**config.mk**
```make
export PLATFORM = sky130hd
export DESIGN_NAME = led_key_ctrl_flat
export DESIGN_NICKNAME = d
export VERILOG_FILES = /design/src/rtl/led_key_ctrl_pkg.sv /design/src/rtl/led_key_ctrl_if.sv /design/src/rtl/led_key_ctrl_debounce.sv /design/src/rtl/led_key_ctrl.sv /design/src/flat_wrapper.sv
export SDC_FILE = /design/constraint.sdc
export NUM_CORES = 1
export LEC_CHECK = 0
export ABC_CLOCK_PERIOD_IN_PS = 2500
export CORE_ASPECT_RATIO = 1.25
export CORE_MARGIN = 10
export CORE_UTILIZATION = 40
export CTS_CLUSTER_SIZE = 16
export DETAILED_ROUTE_END_ITERATION = 7
export PLACE_DENSITY = 0.57
export SYNTH_ARGS = -nofsm -noshare
export SYNTH_HDL_FRONTEND = slang
export SYNTH_SLANG_ARGS = --single-unit
export TNS_END_PERCENT = 50
```
**constraint.sdc**
```tcl
create_clock -name clk -period 2.5 [get_ports clk]
set_clock_uncertainty 0.2 [all_clocks]
set_input_delay 0.375 -clock clk [delete_from_list [all_inputs] [get_ports clk]]
set_output_delay 0.375 -clock clk [all_outputs]
set_load 0.02 [all_outputs]
```
**src/rtl/led_key_ctrl_pkg.sv**
```systemverilog
// led_pkg: mode encoding and counter width helper shared by led_key_ctrl and key_debounce
package led_pkg;
  typedef enum logic [1:0] {OFF = 2'b00, ON = 2'b01, BLINK = 2'b10} mode_t;
  function automatic int cnt_w(input int n);
    return (n < 2) ? 1 : $clog2(n);
  endfunction
endpackage

```
**src/rtl/led_key_ctrl_if.sv**
```systemverilog
// led_key_ctrl_if: key_in/en in, led_out/press_pulse out; master drives keys, slave is the controller
interface led_key_ctrl_if #(parameter int NUM_CH = 4);
  logic [NUM_CH-1:0] key_in;
  logic [NUM_CH-1:0] led_out;
  logic [NUM_CH-1:0] press_pulse;
  logic en;
  modport master (output key_in, en, input led_out, press_pulse);
  modport slave (input key_in, en, output led_out, press_pulse);
endinterface

```
**src/rtl/led_key_ctrl_debounce.sv**
```systemverilog
// key_debounce: clk/rst, raw key in -> 2-flop sync, debounce to accepted level, registered press strobe on 0->1
module key_debounce
  import led_pkg::*;
#(
  parameter int DEB_CYCLES = 20
) (
  input  logic clk,
  input  logic rst,
  input  logic key,
  output logic press
);
  localparam int W = cnt_w(DEB_CYCLES);
  logic s1, s2, acc, diff, done;
  logic [W-1:0] cnt;
  assign diff = s2 ^ acc;
  assign done = diff && (cnt == W'(DEB_CYCLES - 1));
  always_ff @(posedge clk) begin
    if (rst) begin
      s1 <= 1'b0;
      s2 <= 1'b0;
      acc <= 1'b0;
      cnt <= '0;
      press <= 1'b0;
    end else begin
      s1 <= key;
      s2 <= s1;
      acc <= done ? s2 : acc;
      cnt <= (diff && !done) ? cnt + 1'b1 : '0;
      press <= done && s2;
    end
  end
endmodule

```
**src/rtl/led_key_ctrl.sv**
```systemverilog
// led_key_ctrl: clk/rst plus io (key_in, en -> led_out, press_pulse); per-channel OFF/ON/BLINK mode stepped by debounced presses
module led_key_ctrl
  import led_pkg::*;
#(
  parameter int NUM_CH = 4,
  parameter int DEB_CYCLES = 20,
  parameter int BLINK_HALF = 50
) (
  input logic clk,
  input logic rst,
  led_key_ctrl_if.slave io
);
  localparam int BW = cnt_w(BLINK_HALF);
  logic [NUM_CH-1:0] press;
  logic [BW-1:0] bcnt;
  logic phase, wrap;
  mode_t mode_q [NUM_CH];
  mode_t mode_d [NUM_CH];
  assign wrap = (bcnt == BW'(BLINK_HALF - 1));
  assign io.press_pulse = press;
  for (genvar i = 0; i < NUM_CH; i++) begin : g_ch
    key_debounce #(.DEB_CYCLES(DEB_CYCLES)) u_deb (
      .clk(clk),
      .rst(rst),
      .key(io.key_in[i]),
      .press(press[i])
    );
    assign io.led_out[i] = io.en && (mode_q[i] == ON || (mode_q[i] == BLINK && phase));
  end
  always_comb begin
    for (int i = 0; i < NUM_CH; i++) begin
      mode_d[i] = mode_q[i];
      if (press[i]) mode_d[i] = (mode_q[i] == OFF) ? ON : (mode_q[i] == ON) ? BLINK : OFF;
    end
  end
  always_ff @(posedge clk) begin
    if (rst) begin
      bcnt <= '0;
      phase <= 1'b0;
      for (int i = 0; i < NUM_CH; i++) mode_q[i] <= OFF;
    end else begin
      bcnt <= wrap ? '0 : bcnt + 1'b1;
      phase <= phase ^ wrap;
      for (int i = 0; i < NUM_CH; i++) mode_q[i] <= mode_d[i];
    end
  end
endmodule

```
**src/flat_wrapper.sv**
```systemverilog
// flat-port wrapper written by rule: the top's interface ports become plain ports
module led_key_ctrl_flat import led_pkg::*;
#(
  parameter int NUM_CH = 4,
  parameter int DEB_CYCLES = 20,
  parameter int BLINK_HALF = 50
)
  (clk, rst, io_key_in, io_en, io_led_out, io_press_pulse);
  led_key_ctrl_if #(.NUM_CH(NUM_CH)) io_i ();
  input logic clk;
  input logic rst;
  input wire logic [$bits(io_i.key_in)-1:0] io_key_in;
  input wire logic [$bits(io_i.en)-1:0] io_en;
  output wire logic [$bits(io_i.led_out)-1:0] io_led_out;
  output wire logic [$bits(io_i.press_pulse)-1:0] io_press_pulse;
  assign io_i.key_in = io_key_in;
  assign io_i.en = io_en;
  assign io_led_out = io_i.led_out;
  assign io_press_pulse = io_i.press_pulse;
  led_key_ctrl #(.NUM_CH(NUM_CH), .DEB_CYCLES(DEB_CYCLES), .BLINK_HALF(BLINK_HALF)) u_core (.clk(clk), .rst(rst), .io(io_i));
endmodule
```
# [Word level (Yosys, flattened, before mapping)]
# Memory sizes are Yosys's and may differ from the RTL's.
# Cells that the tools add are included.
[word_totals] ff_bits=43 ram_bits=8 wordCells=110 mem_count=1
[classes] add_sub_neg=5 n_eq_ne=13 n_mux=19 bitwise=13 n_reduce_logical=37
[mem_list] name="u_core.mode_q" depth=4 width=2 rd=4 rd_ports_with_merged_regs=0 wr=4 line_no="led_key_ctrl.sv:17" source="mode_t mode_q [NUM_CH];"
[op_table] op="$mux 2" n=16
[op_table] op="$add 5x1->5 const B" n=4
[op_table] op="$eq 5x5->1 const B" n=4
[op_table] op="$logic_and 1x1->1" n=20
[op_table] op="$reduce_or 2->1" n=5
[op_table] op="$eq 2x1->1 const B" n=4
[op_table] op="$eq 2x2->1 const B" n=4
[op_table] op="$logic_not 2->1" n=4
[op_table] op="$add 6x1->6 const B" n=1
[op_table] op="$eq 6x6->1 const B" n=1
[op_table] op="$xor 1x1->1" n=5
[op_table] op="$logic_not 1->1" n=4
[op_table] op="$logic_or 1x1->1" n=4
[op_table] op="$not 1->1" n=4
[op_table] op="$or 1x1->1" n=4
[op_table] op="$mux 1" n=3

# [Depth between registers and ports, before layout]
# Gate-level depths: netlist (run 1).
[logic_depth] word_depth=6 ltp_mapped=5 mapped_depth_nobuf=5

# [Cells and area by module]
# Synthesis (run 1) repeated with hierarchy kept, for this count alone.
[unflattened] cells_unflattened=210 area_unflattened_um2=2158.3
[modules_own_cells] mod="key_debounce" instances=4 cells_per_inst=33 area_per_inst_um2=366.6 seq_area_each_um2=180.2
[modules_own_cells] mod="led_key_ctrl" instances=1 cells_per_inst=78 area_per_inst_um2=691.9 seq_area_each_um2=300.3

# [Worst setup path after synthesis (run 1)]
# No wires, ideal clock.
[synth_timing] path_kind="reg2reg" startpoint="reg u_core.g_ch[2].u_deb.cnt[0]" endpoint="reg u_core.g_ch[2].u_deb.cnt[4]" setup_ns=0.122 arrival_time_ns=1.033 slack_ns=1.145 stages_incl_launch_ff=4 n_path_buf=0 cell_sequence="dfxtp_1 -> ha_1 -> and4b_1 -> o311a_1"
[synth_via] elab_chain_len=6 word_cells_on_any_way=7 cone_classes="1 x add/sub; 1 x eq/ne; 1 x bitwise; 4 x reduce/logical"
[synth_lines] element="start: declaration" line_no="led_key_ctrl_debounce.sv:14" source="logic [W-1:0] cnt;"
[synth_lines] element="start signal: assignment" line_no="led_key_ctrl_debounce.sv:28" source="cnt <= (diff && !done) ? cnt + 1'b1 : '0;"
[synth_lines] element="$eq 5x5->1" line_no="led_key_ctrl_debounce.sv:16" source="assign done = diff && (cnt == W'(DEB_CYCLES - 1));"
[synth_lines] element="$logic_and 1x1->1" line_no="led_key_ctrl_debounce.sv:16"
[synth_lines] element="$logic_not 1->1" line_no="led_key_ctrl_debounce.sv:28"
[synth_lines] element="$logic_and 1x1->1" line_no="led_key_ctrl_debounce.sv:28"
[synth_lines] element="$not 1->1 (no line)"
[synth_lines] element="$reduce_or 2->1 (no line)"
# Several ways; a longest one is shown, not always the timed one.
# A chain may end at the register's enable or synchronous reset.

# [Final worst setup path (run 1)]
[layout_timing] startpoint="reg u_core.phase" endpoint="out io_led_out[2]"
[layout_via] elab_chain_len=3
[layout_lines] element="start: declaration" line_no="led_key_ctrl.sv:16" source="logic phase, wrap;"
[layout_lines] element="start signal: assignment" line_no="led_key_ctrl.sv:43" source="phase <= phase ^ wrap;"
[layout_lines] element="$logic_and 1x1->1" line_no="led_key_ctrl.sv:28" source="assign io.led_out[i] = io.en && (mode_q[i] == ON || (mode_q[i] == BLINK && phase));"
[layout_lines] element="$logic_or 1x1->1" line_no="led_key_ctrl.sv:28"
[layout_lines] element="$logic_and 1x1->1" line_no="led_key_ctrl.sv:28"
[layout_lines] element="end: declaration" line_no="flat_wrapper.sv:14" source="output wire logic [$bits(io_i.led_out)-1:0] io_led_out;"
# No other way between the ends.

==> impl_metrics.ini, run 1 <==
[run_status]
status = finished, final reports clean

[critical_path]
cp-end-kind = output pin
critPathLaunchType = flip-flop
startpoint = u_core.phase
worstReg2RegStart = u_core.bcnt[0]
crit_arrival_ps = 1620
crit_type = reg -> out
cp_max_fo = 6
worst_ep_required_time_ps = 1920

[clock_tree]
ctsResizeCount = 0
cts_max_level = 2
clock_path_buffers = 2
cts_tree = done
cts_hold_buffers = 0
cts.sink_count = 51
cts.clk_slew.worst_paths_ps = 80
cts_made_buffers = 5
cts_setup_buffers = 0
clock_latency_ps = 290
clock-root-buffer = clkbuf_8

[synth]
avgSynthCellArea_um2 = 9.66
synth_most_common_cell = dfxtp_1
async_flop_share = 0
synth_edf_count = 0
synthTopCellsByCount = 51 x dfxtp_1, 29 x nor2_1, 11 x inv_1, 11 x nand2_1
synth_area_um2 = 2060
synth_warnings = 0
ys_seq_elements = 51
synth_top_flop_cell = dfxtp_1
synth-seq-area-share = 0.496
synth_top_cell_by_area = dfxtp_1
ys_types = 32
ys_top_cells_by_area = dfxtp_1 50%, nor2_1 5.3%, xor2_1 4.3%
synth_cells = 213
syn-num-nets = 226
synth_top_area_share = 0.496

[routing]
vias_per_cell = 4.79
via_count = 1389
drc = 0
ant_nets = 0
maxUsedRoutingLayer = met4
routed_wl_um = 3020
met2_length_um = 1230
dr.pass1.iters = 3
wl_per_cell_um = 10.4
drt_iter0_drc = 68
wl_met1_um = 1550
route.met3.wl_um = 175

[grt]
grt_pass1_vias = 1274
grt_overflow = 0
grt_max_degree = 26
grt_pass1_wl_um = 5200
grtUsageTotal = 0.0734
antenna_found_initial = 0

[layout]
nets = 241
nFillCells = 496
drive_gt1_frac = 0.0395
areaGrowthSynthToFinish_pct = 13.9
n_antenna_cell = 0
fin_area_um2 = 2340

[place]
dp_slack_ps = 322
hpwlAfterDp_um = 2180
gp_congestion = 0.710
port_buffers = 14
place_area_um2 = 2240

[timing]
setup_ws_ps = 304
max_freq_mhz = 455
slew_viol_final = 0
period_share = 0.878
hold_viol = 0
fin_setup_tns_ps = 0
worst_pin_slew_ps = 464
rsz0062_at_grt = no
timing.final.crit_period_ps = 2200
max_slew_margin = 0.689
setup-violations-final = 0

[power_and_ir_drop]
pwr-share-seq = 0.592
p_sw_mw = 0.269
p_sw_frac = 0.191
p_leak_nw = 0.884
intPower_mw = 1.14
ir_drop_v = 0.000335
pwr-share-clk = 0.379
comb_power_share = 0.029
powerDensity_nw_per_um2 = 600

[die]
die_area_um2 = 8430
io_pins = 15
die_x_um = 84.2
die_height_um = 100
start_util = 0.408
std_cell_rows = 29
core-area_um2 = 5040

[hold_path]
hold_path_class = reg -> reg
hold_start = u_core.g_ch[1].u_deb.s1

[job]
cap_violations = 0
## placed cells by master (no fill, tap or decap), types with 2 or more instances in the layout
master,instances
nand4b_1,3
o21ai_0,4
clkbuf_8,5
nor2_1,29
and3b_1,2
nor4b_1,4
xor2_1,10
dfxtp_1,51
and2_1,4
nor2b_1,10
a21boi_0,2
a31oi_1,2
or3_1,2
nand2_1,11
o311a_1,2
xnor2_1,5
mux2i_1,8
clkdlybuf4s50_1,14
nor3b_1,4
and4b_1,2
nand3b_1,6
a21oi_1,9
ha_1,6
nand2b_1,2
inv_1,11
nand3_1,9
nand4bb_1,4
## flip-flops by register name (all words and copies together) (netlist names)
register and flops:
u_core.g_ch.u_deb.cnt 20, u_core.mode_q 8, u_core.bcnt 6, u_core.g_ch.u_deb.acc 4
u_core.g_ch.u_deb.press 4, u_core.g_ch.u_deb.s1 4, u_core.g_ch.u_deb.s2 4, u_core.phase 1
## worst paths after layout
path | cells past startpoint | slack, ps | to
max | 4 | 300 | io_led_out[2]
min | 1 | 240 | u_core.g_ch[1].u_deb.s2
max reg2reg | 4 | 970 | u_core.bcnt[4]
min reg2reg | 1 | 240 | u_core.g_ch[1].u_deb.s2
## critical path: stages, from the launching register on
cell	delay, ps
dfxtp_1	410
nand2_1	70
mux2i_1	120
and2_1	130
clkdlybuf4s50_1	600
## layout make-up
type / instances / area, um2 / area share
Clock inverter: 1 / 30.0 / 0.0128
Tap cell: 62 / 77.6 / 0.0331
Multi-Input combinational cell: 143 / 950 / 0.405
Inverter: 12 / 45.0 / 0.0192
Timing Repair Buffer: 15 / 148 / 0.0630
Clock buffer: 6 / 72.6 / 0.0310
Sequential cell: 51 / 1020 / 0.436
## through the flow
| step | util | hold WS, ps | power, mW | instances |
|---|---|---|---|---|
| after global routing | 0.465 | 259 | 1.46 | 290 |
| after CTS | 0.465 | 244 | 1.43 | 290 |
| after floorplan | - | 214 | 0.876 | 213 |
| after detailed placement | 0.444 | 223 | 0.894 | 283 |
| after global placement | 0.444 | 218 | 0.893 | 283 |
| final | 0.465 | 240 | 1.41 | 290 |
## power groups by stage
stage / Clock, mW / Combinational [mW] / Sequential [mW]
2_1_floorplan: 0 / 0.0259 / 0.850
3_5_place_dp: 0 / 0.0421 / 0.852
3_3_place_gp: 0 / 0.0414 / 0.852
6_report: 0.533 / 0.0408 / 0.832
4_1_cts: 0.559 / 0.0424 / 0.833
5_1_grt: 0.583 / 0.0470 / 0.835
## cell families after synthesis
logic type      after synthesis  synth area share
simple gates                 93             0.261
flops                        51             0.496
compound gates               21            0.0614
buf+inv                      19            0.0426
xor+xnor                     15            0.0638
mux                           8            0.0389
fa+ha+maj                     6            0.0365
## per-layer routing
layer | vias up | global-route usage
met5 | - | 0
met4 | 0 | 0.0426
met3 | 6 | 0.0332
met2 | 19 | 0.111
met1 | 623 | 0.0838
li1 | 741 | -
Note: power is estimated with default switching activity, not from simulation.
==> inputs of run 2 (changes only) <==
Settings changed: SKIP_CTS_REPAIR_TIMING from default to 1.
==> results of run 2 <==
No change in the layout: final DEF, timing and power equal those of run 1.
==> inputs of run 3 (changes only) <==
Settings changed: ABC_AREA from default to 1, SYNTH_HIERARCHICAL from default to 1, TNS_END_PERCENT 50 to default.
==> run 3 against run 2 <==
  * Synthesized cell count up 19%
  * Via count grew 6.9%
  * Core utilization grew 1.6 points
  * Global-route usage grew 0.27 points
  * Critical endpoint unchanged
==> impl_metrics.ini, run 3 <==
[routing]
ant_nets = 0
wl_per_cell_um = 8.77
dr.pass1.iters = 4
routed_wl_um = 2980
drt_iter0_drc = 54
drc = 0
via_count = 1485
vias_per_cell = 4.37

[timing]
setup_ws_ps = 189
rsz0062_at_grt = no
max_slew_margin = 0.786
timing.final.crit_period_ps = 2310
period_share = 0.925
max_freq_mhz = 433
worst_pin_slew_ps = 320
setup-violations-final = 0
slew_viol_final = 0
whs_ps = 205
fin_setup_tns_ps = 0
hold_viol = 0

[clock_tree]
clock-root-buffer = clkbuf_8
cts_tree = done
clock_path_buffers = 2
cts.clk_slew.worst_paths_ps = 90
cts.sink_count = 51
cts_max_level = 2
cts_made_buffers = 5
clock_latency_ps = 300

[layout]
largest_register = u_core/g_ch.u_deb/cnt
areaGrowthSynthToFinish_pct = 16.9
final_cells = 340
layout_common_cells = 51 x dfxtp_1, 42 x inv_1, 39 x nand2_1, 39 x nor2_1, 19 x nand3_1
nets = 290
drive_gt1_frac = 0.119
largest_register_ffs = 20
n_antenna_cell = 0
reg_top3 = u_core/g_ch.u_deb/cnt: 20 flops, u_core/mode_q: 8 flops, u_core/bcnt: 6 flops
final_common_cell = dfxtp_1

[critical_path]
cp-end-kind = output pin
slowest_stage = clkdlybuf4s50_1
crit_chain = clkdlybuf4s50_1 -> inv_1 -> a211oi_1 -> clkdlybuf4s50_1
worstReg2RegStart = u_core/g_ch[1].u_deb/cnt[0]
worst_ep_required_time_ps = 1920
r2r_end = u_core/g_ch[1].u_deb/cnt[4]
worstRegToRegCells = 6
crit_top_cell = clkdlybuf4s50_1
critPathLaunchType = input port
cpPeakStageDelay_ps = 640
crit_arrival_ps = 1740
cp_num_buf_inv = 3
cp_max_fo = 4
crit_type = in -> out
reg2reg_slack_ps = 1190
cp_top_family = buffers and inverters

[synth]
syn-num-nets = 266
synth_top_flop_cell = dfxtp_1
synth_top_cell_by_area = dfxtp_1
synth-seq-area-share = 0.489
async_flop_share = 0
synth_most_common_cell = dfxtp_1
synth_area_um2 = 2090
synth_top_area_share = 0.489
synth_cells = 253
synthTopCellsByCount = 51 x dfxtp_1, 42 x inv_1, 39 x nand2_1, 39 x nor2_1, 19 x nand3_1
synth_edf_count = 0
ys_top_cells_by_area = dfxtp_1 49%, inv_1 7.6%, nand2_1 7.0%
ys_seq_elements = 51
ys_types = 17
synth_warnings = 6
avgSynthCellArea_um2 = 8.25

[grt]
grt_max_degree = 17
antenna_found_initial = 0
grt_overflow = 0
grtUsageTotal = 0.0762
grt_pass1_vias = 1402
grt_pass1_wl_um = 5530

[die]
start_util = 0.411
die_x_um = 84.6
std_cell_rows = 29
die_height_um = 101
io_pins = 15
core-area_um2 = 5080
die_area_um2 = 8520

[run_status]
status = finished, final reports clean

[job]
cap_violations = 0

[hold_path]
hold_end = u_core/g_ch[0].u_deb/s2
min_path_cells = 2
hold_path_class = reg -> reg
hold_start = u_core/g_ch[0].u_deb/s1

[power_and_ir_drop]
p_sw_frac = 0.202
comb_power_share = 0.037
powerDensity_nw_per_um2 = 590
pwr-share-seq = 0.578
intPower_mw = 1.15
p_sw_mw = 0.291
p_leak_nw = 0.940
pwr-share-clk = 0.385
ir_drop_v = 0.000371
power_mw = 1.44

[place]
dp_slack_ps = 184
placedCellCount = 332
port_buffers = 14
gp_congestion = 0.760
hpwlAfterDp_um = 2300
-- run 3: how the worst max path moves through the flow --
stage	startpoint	to	cells past startpoint
2_1_floorplan	io_en	io_led_out[2]	2
3_3_place_gp	io_en	io_led_out[2]	4
3_5_place_dp	io_en	io_led_out[2]	4
4_1_cts	io_en	io_led_out[2]	4
5_1_grt	io_en	io_led_out[2]	4
6_report	io_en	io_led_out[2]	4
-- run 3: kinds of logic after synthesis --
logic type / count (synthesis) / synth area share
adder cells (fa/ha/maj): 6 / 0.0360
XOR/XNOR: 15 / 0.0630
AO/OA/AOI/OAI: 20 / 0.0510
flip-flops: 51 / 0.489
AND/OR/NAND/NOR: 119 / 0.285
buffers and inverters: 42 / 0.0755
-- run 3: cell type report --
type	instances	area, um2
clock buffers	5	68.8
clock inverters	3	43.8
fillers	518	2640
inverters	42	158
multi-input cells	160	908
flip-flops and latches	51	1020
well taps	62	77.6
repair buffers	17	163
-- run 3: worst reg2reg max path: stages, from the launching register on --
cell and delay [ps]:
dfxtp_1 360, ha_1 220, inv_1 60, nor2_2 110, nand2_2 100, nand3b_4 110, nor2_1 50
-- run 3: per-stage QoR --
stage | instance area (um2) | utilization
floorplan | 2090 | -
global placement | 2330 | 0.458
detailed placement | 2330 | 0.458
CTS | 2440 | 0.480
global route | 2440 | 0.480
finish | 2440 | 0.480
-- run 3: power by group through the flow --
stage	Sequential, mW	Combinational [mW]	Clock (mW)
6_report	0.833	0.0528	0.554
5_1_grt	0.835	0.0600	0.606
4_1_cts	0.833	0.0542	0.579
3_5_place_dp	0.852	0.0538	0
3_3_place_gp	0.851	0.0534	0
2_1_floorplan	0.850	0.0308	0
-- run 3: per-layer routing --
layer	GRT usage	wire length, um
met4	0.0343	44
met1	0.0835	1370
met2	0.124	1370
met5	0	0
met3	0.0332	196
